<file path="config.mk">
export PLATFORM = sky130hd
export DESIGN_NAME = cic_dec_ctrl
export DESIGN_NICKNAME = d
export VERILOG_FILES = /design/src/rtl/cic_ctrl_pkg.sv /design/src/rtl/cic_dec_ctrl_phase.sv /design/src/rtl/cic_dec_ctrl.sv
export SDC_FILE = /design/constraint.sdc
export NUM_CORES = 1
export LEC_CHECK = 0
export CORE_MARGIN = 1
export CORE_UTILIZATION = 30
export CTS_CLUSTER_DIAMETER = 120
export CTS_CLUSTER_SIZE = 20
export DETAILED_ROUTE_END_ITERATION = 7
export SLEW_MARGIN = 40
export SYNTH_ARGS = -nofsm -noshare
export SYNTH_HDL_FRONTEND = slang
export SYNTH_SLANG_ARGS = --single-unit
</file>
<file path="constraint.sdc">
create_clock -name clk -period 2.3 [get_ports clk]
set_input_delay 0.23 -clock clk [delete_from_list [all_inputs] [get_ports clk]]
set_output_delay 0.23 -clock clk [all_outputs]
set_load 0.1 [all_outputs]
</file>
<file path="src/rtl/cic_ctrl_pkg.sv">
// Shared types and helpers for the CIC decimator sequencing controller.
package cic_ctrl_pkg;

  typedef enum logic [1:0] {
    IDLE   = 2'd0,
    CLEAR  = 2'd1,
    WARMUP = 2'd2,
    RUN    = 2'd3
  } ctrl_state_t;

  localparam int unsigned CNT_WIDTH_DEF  = 5;
  localparam int unsigned NUM_STAGES_DEF = 3;

  // A ratio of zero has no meaning for a decimator; treat it as pass-through.
  function automatic logic [31:0] sanitize_ratio(input logic [31:0] r);
    return (r == 32'd0) ? 32'd1 : r;
  endfunction

endpackage

</file>
<file path="src/rtl/cic_dec_ctrl_phase.sv">
// Modulo-R phase counter: advances on inc, wraps after ratio-1, clr has priority.
module cic_phase_cnt
  import cic_ctrl_pkg::*;
#(
  parameter int unsigned CNT_WIDTH = CNT_WIDTH_DEF
) (
  input  logic                 clk,
  input  logic                 rst_n,
  input  logic [CNT_WIDTH-1:0] ratio,
  input  logic                 inc,
  input  logic                 clr,
  output logic [CNT_WIDTH-1:0] phase,
  output logic                 wrap
);

  assign wrap = inc && (phase == (ratio - 1'b1));

  // Phase register: cleared, wrapped on the last slot, otherwise incremented.
  always_ff @(posedge clk or negedge rst_n) begin
    if (!rst_n) begin
      phase <= '0;
    end else if (clr) begin
      phase <= '0;
    end else if (inc) begin
      phase <= wrap ? '0 : phase + 1'b1;
    end
  end

endmodule

</file>
<file path="src/rtl/cic_dec_ctrl.sv">
// Sequencing controller for a CIC decimator: integrator/comb enables, warm-up
// suppression of outputs, ratio changes applied on a decimation boundary.
// Optional feature macro: CIC_DROP_CNT_EN adds the saturating drop_cnt port.
module cic_dec_ctrl
  import cic_ctrl_pkg::*;
#(
  parameter int unsigned CNT_WIDTH  = CNT_WIDTH_DEF,
  parameter int unsigned NUM_STAGES = NUM_STAGES_DEF,
  parameter int unsigned DROP_WIDTH = 16
) (
  input  logic                  clk,
  input  logic                  rst_n,
  input  logic                  enable,
  input  logic                  valid_in,
  input  logic [CNT_WIDTH-1:0]  ratio_cfg,
  input  logic                  cfg_load,
  output logic                  integ_valid,
  output logic                  comb_valid,
  output logic                  out_valid,
  output logic                  stage_clr,
  output logic [CNT_WIDTH-1:0]  phase,
  output logic                  busy,
  output logic                  cfg_ack
`ifdef CIC_DROP_CNT_EN
  ,
  output logic [DROP_WIDTH-1:0] drop_cnt
`endif
);

  localparam int unsigned WC_W = $clog2(NUM_STAGES + 1);

  ctrl_state_t          state, state_nxt;
  logic [CNT_WIDTH-1:0] ratio_active, pending_ratio, ratio_cfg_s;
  logic                 pending, ack_q, vld_p1;
  logic [WC_W-1:0]      warm_cnt;
  logic                 active, cnt_inc, cnt_clr, wrap, apply, warm_last;

  assign ratio_cfg_s = CNT_WIDTH'(sanitize_ratio(32'(ratio_cfg)));
  assign active      = (state == WARMUP) || (state == RUN);
  assign cnt_inc     = active && valid_in;
  assign cnt_clr     = !enable || !active;
  assign apply       = (state == CLEAR) && pending && enable;
  assign warm_last   = (warm_cnt == WC_W'(NUM_STAGES - 1));

  cic_phase_cnt #(
    .CNT_WIDTH (CNT_WIDTH)
  ) u_phase (
    .clk   (clk),
    .rst_n (rst_n),
    .ratio (ratio_active),
    .inc   (cnt_inc),
    .clr   (cnt_clr),
    .phase (phase),
    .wrap  (wrap)
  );

  assign integ_valid = cnt_inc;
  assign comb_valid  = wrap;
  assign stage_clr   = (state == CLEAR);
  assign busy        = (state != IDLE);
  assign cfg_ack     = ack_q | apply;
  assign out_valid   = vld_p1;

  // State register.
  always_ff @(posedge clk or negedge rst_n) begin
    if (!rst_n) begin
      state <= IDLE;
    end else begin
      state <= state_nxt;
    end
  end

  // Next-state: disable wins everywhere; a pending ratio restarts at a comb strobe.
  always_comb begin
    state_nxt = state;
    case (state)
      IDLE:    if (enable) state_nxt = CLEAR;
      CLEAR:   state_nxt = enable ? WARMUP : IDLE;
      WARMUP: begin
        if (!enable)                state_nxt = IDLE;
        else if (wrap && pending)   state_nxt = CLEAR;
        else if (wrap && warm_last) state_nxt = RUN;
      end
      RUN: begin
        if (!enable)              state_nxt = IDLE;
        else if (wrap && pending) state_nxt = CLEAR;
      end
      default: state_nxt = IDLE;
    endcase
  end

  // Control registers: active ratio, pending flag, ack, warm-up count, output strobe.
  always_ff @(posedge clk or negedge rst_n) begin
    if (!rst_n) begin
      ratio_active <= {{(CNT_WIDTH-1){1'b0}}, 1'b1};
      pending      <= 1'b0;
      ack_q        <= 1'b0;
      warm_cnt     <= '0;
      vld_p1       <= 1'b0;
    end else begin
      ack_q  <= (state == IDLE) && cfg_load;
      // comb output register stage
      vld_p1 <= (state == RUN) && wrap;
      if (state == IDLE) begin
        pending <= 1'b0;
        if (cfg_load) ratio_active <= ratio_cfg_s;
      end else if (!enable) begin
        pending <= 1'b0;
      end else begin
        if (apply) begin
          ratio_active <= pending_ratio;
          pending      <= 1'b0;
        end
        if (cfg_load) pending <= 1'b1;
      end
      if ((state == WARMUP) && enable && wrap) begin
        warm_cnt <= warm_cnt + 1'b1;
      end else if (!active || !enable) begin
        warm_cnt <= '0;
      end
    end
  end

  // Requested ratio held until the next decimation boundary; only read while pending.
  always_ff @(posedge clk) begin
    if ((state != IDLE) && enable && cfg_load) begin
      pending_ratio <= ratio_cfg_s;
    end
  end

`ifdef CIC_DROP_CNT_EN
  // Samples arriving while idle or clearing are counted, saturating at all-ones.
  always_ff @(posedge clk or negedge rst_n) begin
    if (!rst_n) begin
      drop_cnt <= '0;
    end else if (valid_in && ((state == IDLE) || (state == CLEAR)) && (drop_cnt != '1)) begin
      drop_cnt <= drop_cnt + 1'b1;
    end
  end
`else
  // Samples arriving while idle or clearing are silently ignored.
`endif

endmodule

</file>
* After elaboration in Yosys (flattened, before gate mapping)
Cells that the tools add are included.
W data, S select, Z words.
** Storage, ports and cells
- Word-level logic and storage cells :: 69
- Output and inout bits :: 11
- Bits in registers :: 22
** Operators by class
- $add $sub $neg :: 3
- Multiplexer cells :: 22
- Reductions and logical operators :: 25
- Bitwise logic cells :: 1
- Equal/unequal tests :: 10
** Operators by type and width (count)
- $mux W5 :: 8
- $mux W2 :: 9
- $logic_and A1 B1 Y1 :: 12
- $reduce_bool A2 Y1 :: 5
- $pmux W2 S4 :: 1
- $eq A2 B2 Y1 const B :: 3
- $reduce_and A3 Y1 :: 2
- $add A5 B1 Y5 const B :: 1
- $eq A5 B5 Y1 :: 1
- $logic_not A5 Y1 :: 1
- $sub A5 B1 Y5 const B :: 1
- $mux W1 :: 4
- $ne A2 B2 Y1 const B :: 2
- $ne A4 B1 Y1 const B :: 1
- $ne A4 B2 Y1 const B :: 1
- $ne A3 B3 Y1 const B :: 1
- $add A2 B1 Y2 const B :: 1
- $eq A2 B1 Y1 const B :: 1
- $logic_not A1 Y1 :: 2
- $logic_not A2 Y1 :: 1
- $logic_or A1 B1 Y1 :: 2
- $or A1 B1 Y1 :: 1

* Logic depth before layout (Yosys ltp)
Gate-level depths: netlist of run 1.
- Depth in word-level cells :: 9
- Depth in mapped cells :: 8

* By module
From an unflattened synthesis of run 1, not the netlist that was laid out.
** Unflattened totals
- Cell total of the unflattened synthesis :: 107
- Area total of the unflattened synthesis :: 1223.7 um2
** By module, submodules not included
- cic_dec_ctrl :: sequential area each 451.7 um2, cells each 67, times used 1, area each 835.8 um2
- cic_phase_cnt :: sequential area each 125.1 um2, cells each 40, times used 1, area each 387.9 um2

* Worst setup path before layout of run 1
No wires, ideal clock.
- Kind :: reg-to-output
- Start point :: register state[1]
- End point :: output cfg_ack
- Slack :: -0.593 ns
- Required time :: 2.070 ns
- Cell stages (with the launch flop) :: 4
- Arrival :: 2.663 ns
- Cells stage by stage :: dfrtp_1 > clkbuf_1 > nor2b_1 > a31o_2
** Between the ends
- Longest elaborated chain between the ends :: 4
** Ends and longest elaborated chain
- start: declaration :: line cic_dec_ctrl.sv:32 : ctrl_state_t state, state_nxt;
- start signal: assignment :: line cic_dec_ctrl.sv:69 : state <= state_nxt;
- $eq A2 B1 Y1
- named net stage_clr :: line cic_dec_ctrl.sv:20 : output logic stage_clr,
- $logic_and A1 B1 Y1 (2 in series) :: line cic_dec_ctrl.sv:42 : assign apply = (state == CLEAR) && pending && enable;
- $or A1 B1 Y1 :: line cic_dec_ctrl.sv:61 : assign cfg_ack = ack_q | apply;
- end: declaration :: line cic_dec_ctrl.sv:23 : output logic cfg_ack
The timed path passes the listed nets, and every way through them passes these cells.

* Final worst setup path of run 1
- Start point :: register ratio_active[0]
- End point :: output comb_valid
** Between the ends
- Longest elaborated chain between the ends :: 3
** Ends and longest elaborated chain
- start: declaration :: line cic_dec_ctrl.sv:33 : logic [CNT_WIDTH-1:0] ratio_active, pending_ratio, ratio_cfg_s;
- start signal: assignment :: line cic_dec_ctrl.sv:95 : ratio_active <= {{(CNT_WIDTH-1){1'b0}}, 1'b1};
- start signal: assignment :: line cic_dec_ctrl.sv:106 : if (cfg_load) ratio_active <= ratio_cfg_s;
- start signal: assignment :: line cic_dec_ctrl.sv:111 : ratio_active <= pending_ratio;
- $sub A5 B1 Y5 :: line cic_dec_ctrl_phase.sv:16 : assign wrap = inc && (phase == (ratio - 1'b1));
- $eq A5 B5 Y1 :: line cic_dec_ctrl_phase.sv:16
- $logic_and A1 B1 Y1 :: line cic_dec_ctrl_phase.sv:16
- end: declaration :: line cic_dec_ctrl.sv:18 : output logic comb_valid,
Every way passes these cells.

==> impl_metrics.prom, run 1 <==
# TYPE chip_impl_metric gauge
chip_impl_info{name="outcome",value="completed"} 1
chip_impl_metric{name="fin_tns_setup",unit="ns"} 0
chip_impl_metric{name="netlist_area",unit="mm^2"} 0.00119
chip_impl_metric{name="grt_max_degree",unit=""} 18
chip_impl_metric{name="grt-ovfl-total",unit=""} 0
chip_impl_metric{name="finalSetupViolations",unit=""} 0
chip_impl_metric{name="gr-usage-all-layers",unit="%"} 12.5
chip_impl_metric{name="worstSkewPairLatency",unit="ns"} 0.26
chip_impl_metric{name="postSynthCellCount",unit=""} 111
chip_impl_metric{name="clk_pin_slew",unit="ns"} 0.08
chip_impl_info{name="critPathCaptureType",value="output port"} 1
chip_impl_metric{name="antenna_cells_inserted",unit=""} 0
chip_impl_metric{name="routed_wire_length_per_instance",unit="um"} 13.3
chip_impl_info{name="hold_class",value="input port to asynchronous set/reset pin"} 1
chip_impl_metric{name="wl",unit="mm"} 2.43
chip_impl_metric{name="maxSlewViolCount",unit=""} 0
chip_impl_metric{name="ys.warnings.count",unit=""} 0
chip_impl_metric{name="antenna_found_initial",unit=""} 0
chip_impl_metric{name="synth_top_area_share",unit="%"} 33.6
chip_impl_info{name="synth_top_cell_by_area",value="dfrtp_1"} 1
chip_impl_metric{name="rows",unit=""} 22
chip_impl_metric{name="initial_utilization",unit="%"} 31.8
chip_impl_metric{name="fin_worst_skew",unit="ns"} 0.00206
chip_impl_metric{name="max_freq",unit="MHz"} 453
chip_impl_metric{name="total_leakage_power",unit="nW"} 0.662
chip_impl_metric{name="share_of_layout_cells_above_drive_strength_1",unit="%"} 27.4
chip_impl_metric{name="use_met2",unit="%"} 22.4
chip_impl_metric{name="post-route-min-period",unit="ns"} 2.21
chip_impl_metric{name="via_count",unit=""} 896
chip_impl_metric{name="clock_sinks",unit=""} 22
chip_impl_metric{name="longest_clk_path_bufs",unit=""} 2
chip_impl_metric{name="yosys.cell_types.count",unit=""} 41
chip_impl_info{name="clock_tree.root_cell",value="clkbuf_8"} 1
chip_impl_metric{name="synth.yosys.seq_area_share",unit="%"} 48.4
chip_impl_metric{name="clock_tree.htree_level_count",unit=""} 1
chip_impl_metric{name="worst_vdd_ir",unit="V"} 0.000396
chip_impl_info{name="unrepaired_setup_endpoints_after_global_routing",value="false"} 1
chip_impl_info{name="timing.setup.critical_path_class",value="flip-flop to output port"} 1
chip_impl_info{name="leading_cell_types_in_the_layout_fill_and_taps_excluded",value="dfrtp_1 (16), buf_4 (14), clkdlybuf4s50_1 (8), a21oi_1 (7)"} 1
chip_impl_metric{name="detailed_place_hpwl",unit="mm"} 1.85
chip_impl_info{name="busiest_layer",value="met2"} 1
chip_impl_metric{name="max-slew-margin-rel",unit="%"} 68.1
chip_impl_metric{name="path_max_fanout",unit=""} 2
chip_impl_metric{name="grt_pass1_wl",unit="mm"} 4.04
chip_impl_metric{name="timing.critical_path.arrival",unit="ns"} 1.98
chip_impl_metric{name="drt_iter0_markers",unit=""} 44
chip_impl_metric{name="report.final.hold_viol_count",unit=""} 0
chip_impl_metric{name="fin_util",unit="%"} 40.9
chip_impl_info{name="largest_family_of_logic_cells_by_synthesized_area",value="simple AND/OR/NAND/NOR gates"} 1
chip_impl_metric{name="grt_use_met3",unit="%"} 3.35
chip_impl_metric{name="xor_xnor_cell_area_share_of_the_yosys_netlist",unit="%"} 7.14
chip_impl_metric{name="synthesis.nets",unit=""} 124
chip_impl_metric{name="average_footprint_of_a_synthesized_cell",unit="um^2"} 10.7
chip_impl_metric{name="fin_ws",unit="ns"} 0.0935
chip_impl_metric{name="number_of_global_route_vias_before_repair",unit=""} 910
chip_impl_metric{name="numCtsBuffers",unit=""} 3
chip_impl_metric{name="design.final.nets",unit=""} 149
chip_impl_metric{name="die-area",unit="mm^2"} 0.00423
chip_impl_metric{name="route.detailed.vias_per_inst",unit=""} 4.90
chip_impl_metric{name="final.period_utilization",unit="%"} 95.9
chip_impl_metric{name="numPortBuffers",unit=""} 20
chip_impl_info{name="timing.critical_path.from_type",value="flip-flop"} 1
chip_impl_info{name="ys_top_cells_by_area",value="dfrtp_1 (34%), edfxtp_1 (13%), mux2i_1 (5.0%)"} 1
chip_impl_metric{name="p_per_area",unit="mW/mm^2"} 707
chip_impl_metric{name="design.portCount",unit=""} 21
chip_impl_metric{name="synth-compound-area-share",unit="%"} 12.3
chip_impl_metric{name="syn2layout_area_growth",unit="%"} 28.6
chip_impl_metric{name="route.detailed.drc",unit=""} 0
chip_impl_metric{name="drt-pass1-iter-count",unit=""} 4
chip_impl_metric{name="synth_fa_ha_area_share",unit="%"} 3.15
chip_impl_metric{name="gpl.final_weighted_congestion",unit=""} 0.764
chip_impl_metric{name="globalRouteMet1Util",unit="%"} 15.2
chip_impl_metric{name="post_synth_mux_area_share",unit="%"} 5.04
chip_impl_info{name="layout.cells.most_common",value="dfrtp_1"} 1
chip_impl_metric{name="core_area",unit="mm^2"} 0.00374
chip_impl_metric{name="cap_violations",unit=""} 0
chip_impl_metric{name="overall_die_height",unit="um"} 65.0
chip_impl_metric{name="route.antenna.remaining_nets",unit=""} 0
chip_impl_metric{name="required",unit="ns"} 2.07
chip_impl_info{name="tritoncts",value="built"} 1
chip_impl_metric{name="simple_gate_area_share_of_the_yosys_netlist",unit="%"} 18.8
chip_impl_metric{name="die-width",unit="um"} 65.0
chip_impl_metric{name="preCtsSetupSlack",unit="ns"} 0.180
chip_impl_metric{name="yosys_register_bits",unit=""} 22
chip_impl_metric{name="tightest_slew",unit="ns"} 0.472
[state kept, by name, indices dropped and copies added, names as in the netlist]
signal / count
pending_ratio: 5
ratio_active: 5
u_phase.phase: 5
state: 2
warm_cnt: 2
ack_q: 1
out_valid: 1
pending: 1
[cell type report]
class | count | area (um^2)
Clock inverter | 1 | 3.75
Multi-Input combinational cell | 75 | 563
Fill cell | 394 | 2210
Inverter | 7 | 26.3
Timing Repair Buffer | 27 | 260
Tap cell | 48 | 60.1
Sequential cell | 22 | 577
Clock buffer | 3 | 41.3
[cell usage after synthesis, drive strengths merged]
library cell / number
a21o: 2
a21oi: 7
a22oi: 1
a311oi: 1
a31o: 1
a31oi: 1
and2: 3
and3: 3
buf: 2
clkbuf: 5
dfrtp: 16
dfstp: 1
edfxtp: 5
ha: 3
inv: 7
mux2i: 6
nand2: 5
nand2b: 4
nand3: 3
nand4: 4
nand4b: 1
nor2: 6
nor2b: 3
nor3: 4
nor3b: 2
o211a: 1
o22ai: 1
o31ai: 2
o32ai: 1
o41ai: 1
or2: 1
xnor2: 2
xor2: 6
[repair_timing]
item | 4_1_cts | 5_1_grt
gates resized for setup | 1 | 2
buffers inserted | 2 | 0
pin swaps | 2 | 2
hold buffers | 0 | 1
endpoints found under the setup margin | 1 | 1
endpoints found under the hold margin | 0 | 16
gates cloned | 0 | 0
[cells by family (layout without fill, tap and decap cells)]
kind of cell    after synthesis  in the layout
mux                           6              6
simple gates                 39             39
xor+xnor                      8              8
compound gates               19             19
buf+inv                      14             38
flops                        22             22
fa+ha+maj                     3              3
[power by group]
group / leakage [nW] / internal [mW] / total [mW] / switching, mW
clock network: 0.0231 / 0.119 / 0.241 / 0.122
logic: 0.376 / 0.149 / 0.361 / 0.213
registers: 0.263 / 0.442 / 0.480 / 0.0376
total: 0.662 / 0.710 / 1.08 / 0.372
[worst max-delay path, cell delays in order, from the launching register on]
cell,delay [ns]
dfstp_2,0.53
inv_1,0.05
ha_2,0.32
xor2_1,0.13
and3_2,0.19
nor2b_2,0.15
and2_4,0.17
buf_12,0.17
[layer usage]
metal / up-vias / share of wire [%] / wire length, um
met4: 0 / 0 / 0
met1: 435 / 44 / 1060
met3: 0 / 4.5 / 109
met2: 23 / 52 / 1260
li1: 438 / - / -
met5: - / 0 / 0
[path summary, 6_finish.rpt]
| check | startpoint | end | slack (ns) | cells past startpoint |
|---|---|---|---|---|
| min in group clk | ratio_active[0]$_DFFE_PN1P_ | ratio_active[0]$_DFFE_PN1P_ | 0.52 | 2 |
| worst min register to register | ratio_active[0]$_DFFE_PN1P_ | ratio_active[0]$_DFFE_PN1P_ | 0.52 | 2 |
| worst max-delay path | ratio_active[0]$_DFFE_PN1P_ | comb_valid | 0.09 | 7 |
| worst max register to register | ratio_active[0]$_DFFE_PN1P_ | state[0]$_DFFE_PN0P_ | 0.29 | 8 |
| worst min-delay path | rst_n | ratio_active[4]$_DFFE_PN0P_ | 0.43 | 2 |
| max in group asynchronous | rst_n | ratio_active[0]$_DFFE_PN1P_ | 1.56 | 2 |
[metrics by stage]
stage | cell area (um^2) | power (mW) | std cells | hold slack (ns)
CTS | 1520 | 1.08 | 182 | 0.455
detailed placement | 1460 | 0.830 | 176 | 0.527
floorplan | 1190 | 0.732 | 111 | -0.0656
global route | 1530 | 1.14 | 183 | 0.453
global placement | 1460 | 0.823 | 176 | 0.509
finish | 1530 | 1.08 | 183 | 0.427
No activity file was read; power rests on OpenSTA's default activity.
==> run 2, diff against run 1 <==
Settings changed: HOLD_SLACK_MARGIN set to 0.15.
==> results of run 2 <==
No change in the layout: final DEF, timing and power equal those of run 1.
